<file path="config.mk">
export PLATFORM = sky130hd
export DESIGN_NAME = otp_ctrl_edn_arb_pack
export DESIGN_NICKNAME = d
export VERILOG_FILES = /design/src/rtl/otp_ctrl_edn_arb_pack.sv
export SDC_FILE = /design/constraint.sdc
export NUM_CORES = 1
export LEC_CHECK = 0
export ABC_CLOCK_PERIOD_IN_PS = 1750
export CAP_MARGIN = 20
export CORE_MARGIN = 2
export CORE_UTILIZATION = 45
export DETAILED_ROUTE_END_ITERATION = 8
export PLACE_DENSITY = 0.82
export SYNTH_ARGS = -nofsm -noshare
export SYNTH_HDL_FRONTEND = slang
export SYNTH_SLANG_ARGS = --single-unit
export TNS_END_PERCENT = 1
</file>
<file path="constraint.sdc">
create_clock -name clk_i -period 1.75 [get_ports clk_i]
set_clock_uncertainty 0.05 [all_clocks]
set_input_delay 0.35 -clock clk_i [delete_from_list [all_inputs] [get_ports clk_i]]
set_output_delay 0.35 -clock clk_i [all_outputs]
set_load 0.01 [all_outputs]
</file>
<file path="src/rtl/otp_ctrl_edn_arb_pack.sv">
// otp_ctrl_edn_arb_pack: round-robin arbiter packing NumWords EDN words into one OutWidth entropy word.
// Optional OTP_EDN_FIPS_TRACK_EN: fips_o is the AND of the per-word EDN FIPS flags.
module otp_ctrl_edn_arb_pack #(
  parameter int unsigned NumReq   = 2,
  parameter int unsigned EdnWidth = 32,
  parameter int unsigned OutWidth = 64
) (
  input  logic                clk_i,
  input  logic                rst_ni,
  input  logic [NumReq-1:0]   req_i,
  output logic [NumReq-1:0]   ack_o,
  output logic [OutWidth-1:0] data_o,
  output logic                edn_req_o,
  input  logic                edn_ack_i,
  input  logic [EdnWidth-1:0] edn_bus_i,
  input  logic                edn_fips_i,
  output logic                fips_o,
  output logic                fsm_err_o
);
  localparam int unsigned NumWords = OutWidth / EdnWidth;
  localparam int unsigned CntW     = $clog2(NumWords + 1);
  localparam int unsigned IdxW     = NumReq > 1 ? $clog2(NumReq) : 1;

  if (OutWidth == 0 || OutWidth % EdnWidth != 0) begin : g_bad_width
    $error("OutWidth must be a nonzero multiple of EdnWidth");
  end
  if (NumReq < 1) begin : g_bad_numreq
    $error("NumReq must be at least 1");
  end

  // Pairwise Hamming distance >= 3 between all encodings.
  typedef enum logic [4:0] {
    IdleSt    = 5'b00000,
    FetchSt   = 5'b00111,
    DeliverSt = 5'b11001,
    ErrorSt   = 5'b11110
  } state_e;

  state_e              state_d;
  logic [4:0]          state_q;
  logic [OutWidth-1:0] pack_q, pack_d;
  logic [CntW-1:0]     cnt_q, cnt_d;
  logic [IdxW-1:0]     rr_q, rr_d, gnt_q, gnt_d, sel;
  logic                found;

  always_comb begin
    sel   = rr_q;
    found = 1'b0;
    for (int k = 0; k < int'(NumReq); k++) begin
      if (!found && req_i[(int'(rr_q) + k) % int'(NumReq)]) begin
        found = 1'b1;
        sel   = IdxW'((int'(rr_q) + k) % int'(NumReq));
      end
    end
  end

  always_comb begin
    state_d   = ErrorSt;
    pack_d    = pack_q;
    cnt_d     = cnt_q;
    rr_d      = rr_q;
    gnt_d     = gnt_q;
    ack_o     = '0;
    edn_req_o = 1'b0;
    fsm_err_o = 1'b0;
    case (state_q)
      IdleSt: begin
        state_d = |req_i ? FetchSt : IdleSt;
        gnt_d   = |req_i ? sel : gnt_q;
        cnt_d   = '0;
      end
      FetchSt: begin
        edn_req_o = 1'b1;
        state_d   = (edn_ack_i && cnt_q == CntW'(NumWords - 1)) ? DeliverSt : FetchSt;
        if (edn_ack_i) begin
          pack_d[int'(cnt_q)*EdnWidth +: EdnWidth] = edn_bus_i;
          cnt_d = cnt_q + 1'b1;
        end
      end
      DeliverSt: begin
        ack_o   = req_i[gnt_q] ? (NumReq'(1) << gnt_q) : '0;
        state_d = IdleSt;
        pack_d  = '0;
        rr_d    = (int'(gnt_q) == int'(NumReq) - 1) ? '0 : gnt_q + 1'b1;
      end
      default: begin
        state_d   = ErrorSt;
        fsm_err_o = 1'b1;
      end
    endcase
  end

  assign data_o = |ack_o ? pack_q : '0;

`ifdef OTP_EDN_FIPS_TRACK_EN
  logic fips_q, fips_d;
  always_comb begin
    fips_d = fips_q;
    if (state_q == IdleSt && |req_i) fips_d = 1'b1;
    else if (state_q == FetchSt && edn_ack_i) fips_d = fips_q & edn_fips_i;
  end
  always_ff @(posedge clk_i or negedge rst_ni) begin
    if (!rst_ni) fips_q <= 1'b1;
    else fips_q <= fips_d;
  end
  assign fips_o = |ack_o & fips_q;
`else
  logic unused_fips;
  assign unused_fips = edn_fips_i;
  assign fips_o      = |ack_o;
`endif

  always_ff @(posedge clk_i or negedge rst_ni) begin
    if (!rst_ni) begin
      state_q <= IdleSt;
      pack_q  <= '0;
      cnt_q   <= '0;
      rr_q    <= '0;
      gnt_q   <= '0;
    end else begin
      state_q <= state_d;
      pack_q  <= pack_d;
      cnt_q   <= cnt_d;
      rr_q    <= rr_d;
      gnt_q   <= gnt_d;
    end
  end
endmodule
</file>
==> impl_metrics.env <==
export IMPL_status="finished with violations"
export IMPL_violations="setup timing"
export IMPL_rows=33
export IMPL_syn_nets=377
export IMPL_overflow=0
export IMPL_cap_violations=0
export IMPL_place_port_buffers=105
export IMPL_finalHoldViolCount=0
export IMPL_synth_edf_count=0
export IMPL_clk_path_buf_depth=2
export IMPL_tightest_slew_ps=479.0
export IMPL_drc=0
export IMPL_diodes=0
export IMPL_total_power_mw=3.281
export IMPL_htreeDepth=3
export IMPL_leakage_nw=2.602
export IMPL_slew_headroom_pct=68.07
export IMPL_synth_cell_types=33
export IMPL_critPathMostFrequentCell="buf_6"
export IMPL_synthCells=337
export IMPL_setup_viol=68
export IMPL_viasPerCell=5.387
export IMPL_synth_top_area_cell="dfrtp_1"
export IMPL_tritoncts="done"
export IMPL_clock_latency_ps=330
export IMPL_fin_util_pct=62.42
export IMPL_vdd_drop_max_uv=350.9
export IMPL_async_flop_share_pct=100.0
export IMPL_fin_crit_sh_pct=116.5
export IMPL_whs_endpoint="gnt_q$_DFFE_PN0P_"
export IMPL_area_growth_pct=36.22
export IMPL_yosysSeqAreaShare_pct=47.67
export IMPL_fin_cells=564
export IMPL_antenna_left=0
export IMPL_hpwl_mm=6.194
export IMPL_powerDensity_nw_per_um2=646.3
export IMPL_drt_pass1_iterations=4
export IMPL_setup_tns_ps=-16280
export IMPL_grt_pass1_wl_mm=15.11
export IMPL_hp_class="in2reg"
export IMPL_grt_max_degree=39
export IMPL_max_stage_delay_ps=410
export IMPL_cp_required_ps=1350
export IMPL_slew_violations=0
export IMPL_r2r_start="state_q[3]$_DFF_PN0_"
export IMPL_grt_pass1_vias=2945
export IMPL_routed_wl_mm=9.426
export IMPL_track_usage_pct=21.57
export IMPL_syn_area_sq_um=3727
export IMPL_cp_start_kind="flip-flop"
export IMPL_dpl_cell_area_sq_um=4964
export IMPL_drt_iter0_drc=118
export IMPL_synthTopCellsByCount="71 x dfrtp_1, 64 x and2_1, 36 x inv_1, 32 x a22o_1, 32 x o211ai_1"
export IMPL_period_needed_ps=2039
export IMPL_worstSetupPathType="reg2out"
export IMPL_crit_path_cell_trace="nand2b_4 > a21oi_4 > buf_12 > buf_8 > buf_6 > and2_4 > buf_6"
export IMPL_vias=3038
export IMPL_dieArea_sq_um=9027
export IMPL_cts_buffers=9
export IMPL_critPathMaxFanout=6
export IMPL_ioPinCount=107
export IMPL_drive_gt1_share_pct=37.04
export IMPL_cpMaxStageDelayCell="dfrtp_1"
export IMPL_die_y_microns=95.01
export IMPL_worstHoldStart="req_i[1]"
export IMPL_fmax_ghz=0.4903
export IMPL_end_kind="output pin"
export IMPL_synthFlopType="dfrtp_1"
export IMPL_synth_area_leaders="dfrtp_1 48%, and2_1 11%, o31ai_2 10%, a22o_1 7.5%, o211ai_1 6.4%"
export IMPL_post_place_cells=540
export IMPL_reg2reg_to="pack_q[3]$_DFFE_PN0P_"
export IMPL_cts_root_buffer="clkbuf_8"
export IMPL_yosys_register_bits=71
export IMPL_die_w_microns=95.01
export IMPL_synth_warnings=0
export IMPL_arrival_ps=1640
export IMPL_final_cell_area_sq_um=5077
export IMPL_grt_setup_unrepaired="yes"
export IMPL_clk_pin_slew_worst_paths_ps=70
export IMPL_wl_per_cell_microns=16.71
export IMPL_initial_utilization_pct=45.82
export IMPL_fin_ws_ps=-289.4
export IMPL_rr_worst_depth=6
export IMPL_antenna_found_initial=0
export IMPL_place_congestion=0.8399
export IMPL_finalNetCount=494
export IMPL_core_area_sq_um=8134
export IMPL_postSynthAreaPerCell_sq_um=11.06
export IMPL_regToRegSetupSlack_ps=120
export IMPL_yosysMostFrequentCell="dfrtp_1"
export IMPL_holdPathStages=4
export IMPL_cts_sinks=71
export IMPL_synthDominantCellAreaShare_pct=47.67
==> per-layer routing <==
metal | vias to the layer above | track usage [%] | part of all wire, % | wire, microns
met5 | - | 0 | 0 | 0
met4 | 0 | 5.797 | 0.89 | 84
met3 | 9 | 3.162 | 5.3 | 498
met2 | 91 | 35.28 | 49 | 4588
met1 | 1520 | 30.18 | 45 | 4254
li1 | 1418 | - | - | -
==> placed cells by master (no fill, tap or decap), types with 3 or more instances in the layout <==
cell type        netlist  final
buf_12                 0      6
buf_6                  6     13
o211ai_1              32     32
buf_2                 10     57
clkbuf_8               0     10
nand2_1                6      5
clkdlybuf4s50_1        0     33
and2_1                64     51
inv_1                 36     36
buf_8                  0      3
buf_4                  7     18
a22o_1                32     32
and2_4                 0     13
o31ai_2               30     30
o21ai_0                6      5
nand3_1                4      4
dfrtp_1               71     71
==> flip-flops by register name (all words and copies together) (netlist names) <==
| register | cells |
|---|---|
| pack_q | 64 |
| state_q | 3 |
| cnt_q | 2 |
| gnt_q | 1 |
| rr_q | 1 |
==> cell type report <==
class,instances,area (sq um)
clock inverter,5,81.33
fill,646,3057
tap,105,131.4
timing repair buffer,137,1150
multi-input combinational,198,1658
clock buffer,11,141.4
sequential,71,1777
inverter,37,138.9
==> metrics by stage <==
step | hold WS, ps | worst slack [ps]
4_1_cts | 448.6 | -392.7
3_5_place_dp | 290.6 | -768.6
3_3_place_gp | 275.7 | -771.5
5_1_grt | 408.5 | -351.0
2_1_floorplan | 4.409 | 101.2
6_report | 372.9 | -289.4
==> worst max-delay path, delay by kind of cell, from the launching register on <==
kind | cells | cell delay [ps]
buffers and inverters | 4 | 460
AO/OA/AOI/OAI | 1 | 140
AND/OR/NAND/NOR | 2 | 290
flip-flops | 1 | 410
==> cells by family after synthesis <==
logic type	Yosys count	share of synthesized area [%]
xor gates and xnor gates	1	0.2350
adders and majority gates	2	0.6713
and+or+nand+nor	89	15.94
AOI/OAI and AO/OA	106	26.22
DFF	71	47.67
buffers and inverters	68	9.265
==> timing repair <==
action                     CTS  global route
setup buffers                6             1
resized for setup          290            24
cloned                       1             2
pin swaps                   17             7
hold endpoints to repair    33             0
hold buffers                 1             0
setup endpoints to repair  101            72
==> worst max path at each step <==
stage               depth (start not counted)         end                 start  slack, ps
finish                                      7  data_o[40]     gnt_q$_DFFE_PN0P_       -290
global route                                7  data_o[40]     gnt_q$_DFFE_PN0P_       -350
CTS                                         5  data_o[19]     gnt_q$_DFFE_PN0P_       -390
detailed placement                          6  data_o[32]              req_i[1]       -770
global placement                            6  data_o[32]              req_i[1]       -770
floorplan                                   6  data_o[10]  state_q[2]$_DFF_PN0_        100
==> power by group <==
group	leakage (nW)	internal, mW	switching [mW]
Combinational	1.51	0.0930	0.0941
Sequential	0.982	1.64	0
Clock	0.110	0.842	0.613
Total	2.60	2.57	0.707
Power figures use the tool's default switching activity.
